## src/rtl/decode_regfile_sb.sv

```systemverilog
// Decode-stage register file with write-through bypass and a one-bit-per-register
// scoreboard that stalls issue on RAW/WAW hazards against in-flight writebacks.
module decode_regfile_sb #(
  parameter int DATA_W   = 16,
  parameter int NUM_REGS = 8,
  parameter int ADDR_W   = 3,
  parameter int NUM_RD   = 2,
  parameter int ZERO_R0  = 0
) (
  input  logic                       clk,
  input  logic                       rst,
  input  logic [NUM_RD*ADDR_W-1:0]   rd_addr,
  input  logic [NUM_RD-1:0]          rd_used,
  output logic [NUM_RD*DATA_W-1:0]   rd_data,
  input  logic                       issue_valid,
  input  logic                       issue_wr,
  input  logic [ADDR_W-1:0]          issue_dst,
  input  logic                       wr_en,
  input  logic [ADDR_W-1:0]          wr_addr,
  input  logic [DATA_W-1:0]          wr_data,
  input  logic                       flush,
  output logic                       stall,
  output logic [NUM_REGS-1:0]        pending
);

  logic [DATA_W-1:0]   regs [NUM_REGS];
  logic [NUM_REGS-1:0] wr_hit;
  logic [NUM_REGS-1:0] dst_hit;
  logic [NUM_REGS-1:0] haz_vec;
  logic [NUM_REGS-1:0] pending_next;
  logic [NUM_RD-1:0]   rd_haz;
  logic                accept;

  genvar gi;
  generate
    for (gi = 0; gi < NUM_REGS; gi++) begin : g_reg
      // A hardwired r0 is never written, never marked pending and never bypassed.
      localparam bit WRITABLE = !((ZERO_R0 != 0) && (gi == 0));

      assign wr_hit[gi]  = WRITABLE && wr_en && (wr_addr == ADDR_W'(gi));
      assign dst_hit[gi] = WRITABLE && (issue_dst == ADDR_W'(gi));
      // A writeback landing this cycle resolves the hazard it would otherwise cause.
      assign haz_vec[gi] = pending[gi] && !wr_hit[gi];

      always_ff @(posedge clk or posedge rst) begin
        if (rst) begin
          regs[gi] <= '0;
        end else if (wr_hit[gi]) begin
          regs[gi] <= wr_data;
        end
      end
    end

    for (gi = 0; gi < NUM_RD; gi++) begin : g_rd
      logic [ADDR_W-1:0] addr;
      logic [DATA_W-1:0] data;
      logic              haz;

      assign addr = rd_addr[gi*ADDR_W +: ADDR_W];

      // Addresses beyond NUM_REGS match no entry and therefore read as zero.
      always_comb begin
        data = '0;
        haz  = 1'b0;
        for (int r = 0; r < NUM_REGS; r++) begin
          if (addr == ADDR_W'(r)) begin
            data = wr_hit[r] ? wr_data : regs[r];
            haz  = haz_vec[r];
          end
        end
      end

      assign rd_data[gi*DATA_W +: DATA_W] = data;
      assign rd_haz[gi] = haz && rd_used[gi];
    end
  endgenerate

  assign stall  = issue_valid && !flush &&
                  ((|rd_haz) || (issue_wr && (|(dst_hit & haz_vec))));
  assign accept = issue_valid && !flush && !stall;

  // Issue is applied after the writeback clear so a same-edge re-issue keeps the bit set.
  always_comb begin
    if (flush) begin
      pending_next = '0;
    end else begin
      pending_next = (pending & ~wr_hit) | ({NUM_REGS{accept && issue_wr}} & dst_hit);
    end
  end

  always_ff @(posedge clk or posedge rst) begin
    if (rst) begin
      pending <= '0;
    end else begin
      pending <= pending_next;
    end
  end

endmodule

```

## config.mk

```make
export PLATFORM = sky130hd
export DESIGN_NAME = decode_regfile_sb
export DESIGN_NICKNAME = d
export VERILOG_FILES = /design/src/rtl/decode_regfile_sb.sv
export SDC_FILE = /design/constraint.sdc
export NUM_CORES = 1
export LEC_CHECK = 0
export ABC_AREA = 1
export BUFFER_PORTS_ARGS = -buffer_cell sky130_fd_sc_hd__buf_2
export CORE_MARGIN = 5
export CORE_UTILIZATION = 42
export DETAILED_ROUTE_END_ITERATION = 12
export PLACE_DENSITY_LB_ADDON = 0.12
export SKIP_LAST_GASP = 1
export SLEW_MARGIN = 0
export SYNTH_ARGS = -nofsm -noshare
export SYNTH_HDL_FRONTEND = slang
export SYNTH_SLANG_ARGS = --single-unit
```

## constraint.sdc

```tcl
create_clock -name clk -period 8.36 [get_ports clk]
set_input_delay 1.254 -clock clk [delete_from_list [all_inputs] [get_ports clk]]
set_output_delay 1.254 -clock clk [all_outputs]
set_load 0.05 [all_outputs]
```

---- Yosys cells after proc, flatten, opt, wreduce, memory -nomap -nowiden ----
Index checks and enable logic that the tools add are counted.
word-level totals
  flip-flop bits (word level) ............. 136
  input bits .............................. 36
  output and inout port bits .............. 41
  logic and storage cells ................. 123
cells by class
  eq/ne operators ......................... 28
  multiplexer cells ....................... 41
  bitwise gates (word level) .............. 5
  reduce and logical (&&, ||, !) cells .... 40
operator list
  cell                                            count
  two-way mux 16 bit                              24
  == test 3 bit (second input constant)           16
  bitwise AND 8 bit                               3
  == test 3 x 2 -> 1 bit (second input constant)  8
  logical AND 1 bit                               23
  two-way mux 1 bit                               16
  == test 3 x 1 -> 1 bit (second input constant)  4
  zero test 3 bit                                 4
  zero test 1 bit                                 10
  two-way mux 8 bit                               1
  inverter 8 bit                                  1
  OR 8 bit                                        1
  OR reduction 8 bit                              1
  OR reduction 2 bit                              1
  logical OR 1 bit                                1

---- Longest topological paths before layout ----
Gate-level depths: netlist of run 1.
  depth in word-level cells ............... 22
  mapped depth ............................ 15
  gate-level depth less buffers ........... 15

---- Least setup slack after synthesis of run 1 ----
OpenSTA, ideal clock, no wires.
  path kind ............................... in2out
  from .................................... input wr_addr[2]
  to ...................................... output rd_data[20]
  arrival time ............................ 2.927 ns
  required time ........................... 7.106 ns
  slack ................................... 4.179 ns
  cell stages on the path ................. 7
  path buffers ............................ 2
  cell sequence ........................... nand2_2 -> nor2_2 -> inv_1 -> clkbuf_1 -> buf_2 -> o21ai_0 -> o221ai_1
between the ends
  longest elaborated chain between the ends .. 11
  elaborated cells between the ends (all ways) .. 32
  those cells by class .................... eq/ne: 7; mux: 16; reduce/logical: 9
RTL lines
  element                          line  text
  start, declared                  19    input logic [ADDR_W-1:0] wr_addr,
  zero test 3 bit                  40    assign wr_hit[gi] = WRITABLE && wr_en && (wr_addr == ADDR_W'(gi));
  logical AND 1 bit                40
  two-way mux 16 bit               67    data = wr_hit[r] ? wr_data : regs[r];
  two-way mux 16 bit (7 in a row)  66    if (addr == ADDR_W'(r)) begin
  two-way mux 16 bit (*)           66
  end, declared                    14    output logic [NUM_RD*DATA_W-1:0] rd_data,
Every way passes the cells marked *; elsewhere a longest branch is shown, timed or not.

---- Worst setup path after layout of run 1 ----
  from .................................... input wr_en
  to ...................................... output rd_data[14]
between the ends
  longest elaborated chain between the ends .. 10
  elaborated cells between the ends (all ways) .. 24
  those cells by class .................... mux: 16; reduce/logical: 8
RTL lines
  element                          line  text
  start, declared                  18    input logic wr_en,
  logical AND 1 bit                40
  two-way mux 16 bit               67
  two-way mux 16 bit (7 in a row)  66
  two-way mux 16 bit (*)           66
Marked as above.

==> run metrics, run 1 <==
final wirelength=22000 µm; slew margin rel.=0.280; CP Max Fanout=31; CP startpoint=wr_en; DRC=0; clock skew=0.00858 ns; layout cells sized above 1=0.173; setup_tns=0 ns; num ports=77; Max-Cap Viols=0; die width=140 µm; R2R setup slack=6.69 ns; Num CTS Buffers=17; Worst setup EP type=primary output; antenna viol nets, final=0; clock edge transition at the registers on the reported setup and hold paths=0.05 ns; vias in the first global route=6042; # Post-CTS Setup Buffers=0; max-slew violations=0; CTS root buf=clkbuf_16; GR Util All Layers=0.225; fmax=211 MHz; CTS Hold Bufs=0; Synth Net Count=957; Synth cell types=33; CP Class=in -> out; WP buf/inv=4; first-pass GRT wire length=34600 µm; CP Data Required Time=7.11 ns; Post-synth ARST share=1.00; largest net degree at the start of global routing=75; CTS max path bufs=2; ANT cells=0; Final nets=1022; initial core utilization=0.428; Hold Crit Start=regs[69]$_DFF_PP0_; number of synthesized flops with an enable pin=0; area taken by multi-input logic gates=3130 µm²; P_leak=0.00386 µW; Seq cells post-synth=136; FF-to-FF path depth=11; first-iteration detailed-routing DRC count=774; Post-CTS Resized=0; pwr dens=251 nW/µm²; # fillers=1692; synth warn=0; final worst path period need=4.74 ns; IR Drop Worst-Case VDD=0.000145 V; slowest cell delay on critical path=0.43 ns; Top delay family on crit path=compound AO/OA/AOI/OAI gates; dpl hpwl=15300 µm; DR pass1 iterations=5; Area Overhead vs Synth=16.2%; Storage cell area=3400 µm²; Core Util, Final=0.497; Synth Flop Type=dfrtp_1; fin worst setup slack=3.62 ns; CTS tree=yes; pre-CTS WS=3.67 ns; drt wl/cell=18.1 µm; final-report hold violation count=0; die height=140 µm; Via Count=6572; CORE AREA=16600 µm²; Post-Synthesis Cell Area=7090 µm²; row cnt=47; most frequent cells in the layout=298 x nand2_1, 136 x dfrtp_1, 125 x o21ai_0; Die Area=19600 µm²; initial antenna violation count=0; syn_area_per_cell=7.70 µm²; port bufs=76; sequential area share after synthesis=0.480; worst min path class=reg -> reg; clock latency on the worst-skew pair=0.42 ns; Post-Layout Cell Count=1219; Sink Count=136; FF-to-FF Start=pending[0]$_DFF_PP0_; worst setup path end=rd_data[14]; commonest non-fill, non-tap cell in the layout=nand2_1; htree depth=4; Mapped Cells=921; Placed Instances=1187; GPL Wtd Cong=0.906; run status=finished, final reports clean; RSZ-0062 raised after global routing=false; Critical Path, Cell by Cell=buf_2 -> inv_2 -> nor2_2 -> nand2_2 -> o21ai_0 -> inv_1 -> a221oi_1 -> nand3_1 -> o21ai_0 -> nand3_1 -> buf_2; CP max-delay cell=a221oi_1; # setup viols final=0; Worst setup SP type=input port; worst r2r dst=pending[5]$_DFF_PP0_; CP arrival=3.48 ns; Tcrit/Tclk final=0.567; vias per cell=5.39; Crit. path cell count=11; worst slew pin tran=1.07 ns; GRT overflow=0
==> per-stage QoR <==
| stage | power [µW] | hold slack, ns | cell area, µm² |
|---|---|---|---|
| 2_1_floorplan | 1190 | 0.465 | 7090 |
| 6_report | 2070 | 0.529 | 8240 |
| 5_1_grt | 2170 | 0.550 | 8240 |
| 4_1_cts | 2080 | 0.527 | 8240 |
| 3_5_place_dp | 1330 | 0.513 | 7660 |
| 3_3_place_gp | 1330 | 0.510 | 7660 |
==> worst reg2reg max path: stages, from the launching register on <==
cell and delay, ns:
dfrtp_1 0.40, inv_1 0.07, nor2_1 0.09, nand2_1 0.07, nand2_1 0.05, o21ai_1 0.17, nand3_1 0.12, nand2_1 0.08
nand2_1 0.06, nand2_2 0.17, nand4_1 0.12, a21oi_1 0.19
==> registers in the layout (all words and copies together) (netlist names) <==
signal and flops:
regs 128, pending 8
==> synthesized netlist by cell type, types with 2 or more instances <==
| cell type | instances | area, µm² |
|---|---|---|
| o22ai_1 | 4 | 25.0 |
| a22o_1 | 2 | 17.5 |
| buf_2 | 7 | 35.0 |
| nand2_2 | 5 | 31.3 |
| clkbuf_1 | 29 | 109 |
| o2111ai_1 | 24 | 210 |
| dfrtp_1 | 136 | 3400 |
| nor2_2 | 4 | 25.0 |
| o21ai_0 | 125 | 626 |
| a21oi_1 | 38 | 190 |
| or2_2 | 23 | 144 |
| o221ai_1 | 5 | 43.8 |
| nand2_1 | 298 | 1120 |
| inv_1 | 91 | 342 |
| nand3_1 | 17 | 85.1 |
| o21ai_1 | 11 | 55.1 |
| nor2_1 | 18 | 67.6 |
| nor3_1 | 12 | 60.1 |
| nand4_1 | 37 | 231 |
| o211ai_1 | 3 | 22.5 |
| nor2_4 | 2 | 22.5 |
| inv_2 | 10 | 37.5 |
| buf_6 | 4 | 45.0 |
| a221oi_1 | 4 | 35.0 |
| nor3_2 | 4 | 40.0 |
==> kinds of logic (layout without fill, tap and decap cells) <==
logic type | Yosys count | count (layout) | share of synthesized area
DFF | 136 | 136 | 0.480
AOI/OAI and AO/OA | 220 | 220 | 0.178
buffers and inverters | 143 | 221 | 0.0817
and+or+nand+nor | 421 | 421 | 0.259
muxes | 1 | 1 | 0.00141
==> metal layers <==
layer  track usage  up-vias  routed length (µm)
met5             0        -                   0
met4        0.0586        0                 287
met3        0.0470       25                1490
met2         0.313      240                9240
met1         0.355     3098               11000
li1              -     3209                   -
==> worst min-delay path by stage <==
| stage | cells past startpoint | slack, ns | to |
|---|---|---|---|
| after global routing | 2 | 0.55 | regs[102]$_DFF_PP0_ |
| after floorplan | 2 | 0.47 | regs[84]$_DFF_PP0_ |
| after CTS | 2 | 0.53 | regs[90]$_DFF_PP0_ |
| final | 2 | 0.53 | regs[69]$_DFF_PP0_ |
| after global placement | 2 | 0.51 | regs[67]$_DFF_PP0_ |
| after detailed placement | 2 | 0.51 | regs[90]$_DFF_PP0_ |
==> where the power goes <==
group / total, µW / internal [µW] / switching, µW
Clock: 745 / 453 / 292
Sequential: 805 / 776 / 29.1
Combinational: 521 / 137 / 383
Total: 2070 / 1370 / 704
==> final cells by class <==
cell class / count / share of cell area
sequential: 136 / 0.413
multi-input combinational: 642 / 0.380
timing repair buffer: 87 / 0.0562
clock buffer: 20 / 0.0554
inverter: 102 / 0.0470
tap: 220 / 0.0334
clock inverter: 12 / 0.0153
Note: power is estimated with default switching activity, not from simulation.
==> inputs of run 2 (changes only) <==
- clock period: 8.36 -> 4.7 ns (I/O delays scaled with it)
==> run 2 against run 1 <==
  * First-iteration DRC count decreased by 6.7%
  * Sequential share of layout area increased by 0.063 points
  * Sequential power increased by 78%
  * Global-route usage increased by 1.4 points
  * Wire length increased by 4.4%
  * Cell count increased by 0.33%
  * Setup slack got worse by 2.6 ns
  * Utilization decreased by 0.076 points
  * Critical path type unchanged
  * Total power increased by 74%
  * Via count increased by 1.8%
  * Register-to-register slack got worse by 3.8 ns
  * Clock power increased by 66%
==> run metrics, run 2 (synthesis results as in run 1) <==
Final nets=1026; initial core utilization=0.428; Core Util, Final=0.496; IR Drop Worst-Case VDD=0.000261 V; setup_tns=0 ns; CP Max Fanout=32; row cnt=47; final wirelength=23000 µm; DR pass1 iterations=5; worst min path class=in -> async; num ports=77; area taken by multi-input logic gates=3130 µm²; run status=finished, final reports clean; largest net degree at the start of global routing=110; FF-to-FF Start=pending[2]$_DFF_PP0_; htree depth=4; clock skew=0.00336 ns; first-pass GRT wire length=36600 µm; Largest register FFs=128; commonest non-fill, non-tap cell in the layout=nand2_1; CTS tree=yes; Sink Count=136; slew margin rel.=0.282; first-iteration detailed-routing DRC count=722; antenna viol nets, final=0; largest register by flop count=regs; DRC=0; CP Class=in -> out; CTS max path bufs=2; CTS Hold Bufs=0; vias per cell=5.47; layout cells sized above 1=0.172; Die Area=19600 µm²; die height=140 µm; R2R setup slack=2.89 ns; port bufs=76; Max-Cap Viols=0; CP arrival=2.96 ns; initial antenna violation count=0; Post-CTS Resized=0; RSZ-0062 raised after global routing=false; GRT overflow=0; Top delay family on crit path=compound AO/OA/AOI/OAI gates; clock latency on the worst-skew pair=0.43 ns; Num CTS Buffers=17; Storage cell area=3400 µm²; Worst setup EP type=primary output; worst slew pin tran=1.08 ns; Via Count=6689; CP startpoint=wr_addr[2]; # fillers=1678; GPL Wtd Cong=0.894; pwr dens=438 nW/µm²; CTS root buf=clkbuf_16; CORE AREA=16600 µm²; final worst path period need=3.66 ns; # Post-CTS Setup Buffers=0; GR Util All Layers=0.240; final-report hold violation count=0; worst r2r dst=pending[6]$_DFF_PP0_; CP max-delay cell=o21ai_0; Area Overhead vs Synth=16.0%; WP buf/inv=2; CP Data Required Time=3.99 ns; FF-to-FF path depth=9; ANT cells=0; Largest regs=regs (128), pending (8); dpl hpwl=16000 µm; clock edge transition at the registers on the reported setup and hold paths=0.06 ns; most frequent cells in the layout=298 x nand2_1, 136 x dfrtp_1, 125 x o21ai_0; vias in the first global route=6147; slowest cell delay on critical path=0.47 ns; P_leak=0.00385 µW; Worst setup SP type=input port; Tcrit/Tclk final=0.779; fmax=273 MHz; max-slew violations=0; die width=140 µm; drt wl/cell=18.8 µm; Critical Path, Cell by Cell=buf_2 -> nor2_2 -> nand2_2 -> o21ai_0 -> o22ai_1 -> a21oi_1 -> o21ai_0 -> a21oi_1 -> o2111ai_1 -> buf_2; # setup viols final=0
run 2: layout make-up:
| cell class | instances | area share |
|---|---|---|
| sequential | 136 | 0.413 |
| tap | 220 | 0.0334 |
| clock buffer | 26 | 0.0606 |
| clock inverter | 6 | 0.00502 |
| inverter | 102 | 0.0471 |
| timing repair buffer | 91 | 0.0599 |
| multi-input combinational | 642 | 0.380 |
run 2: through the flow:
stage	power (µW)	cells	setup slack [ns]	hold slack (ns)	instance area (µm²)
after detailed placement	2380	1191	1.12	0.508	7690
final	3610	1223	1.04	0.443	8230
after global routing	3790	1223	0.843	0.545	8230
after CTS	3610	1223	1.10	0.521	8230
after floorplan	2120	921	0.356	0.465	7090
after global placement	2370	1191	1.12	0.499	7690
run 2: worst max path at each step:
stage | end | depth (start not counted)
after floorplan | pending[0]$_DFF_PP0_ | 1
after global placement | rd_data[4] | 12
after detailed placement | rd_data[10] | 10
after CTS | rd_data[10] | 10
after global routing | rd_data[10] | 11
final | rd_data[10] | 10
run 2: routing by layer:
layer  wire length [µm]  track usage  up-vias
met2               9790        0.332      259
met1              11000        0.369     3184
met4                404       0.0760        0
met5                  0            0        -
li1                   -            -     3213
met3               1750       0.0549       33
run 2: power breakdown:
| part | leakage (µW) | switching, µW | internal [µW] |
|---|---|---|---|
| Clock | 0.000257 | 512 | 729 |
| Sequential | 0.00167 | 53.7 | 1380 |
| Combinational | 0.00193 | 686 | 246 |
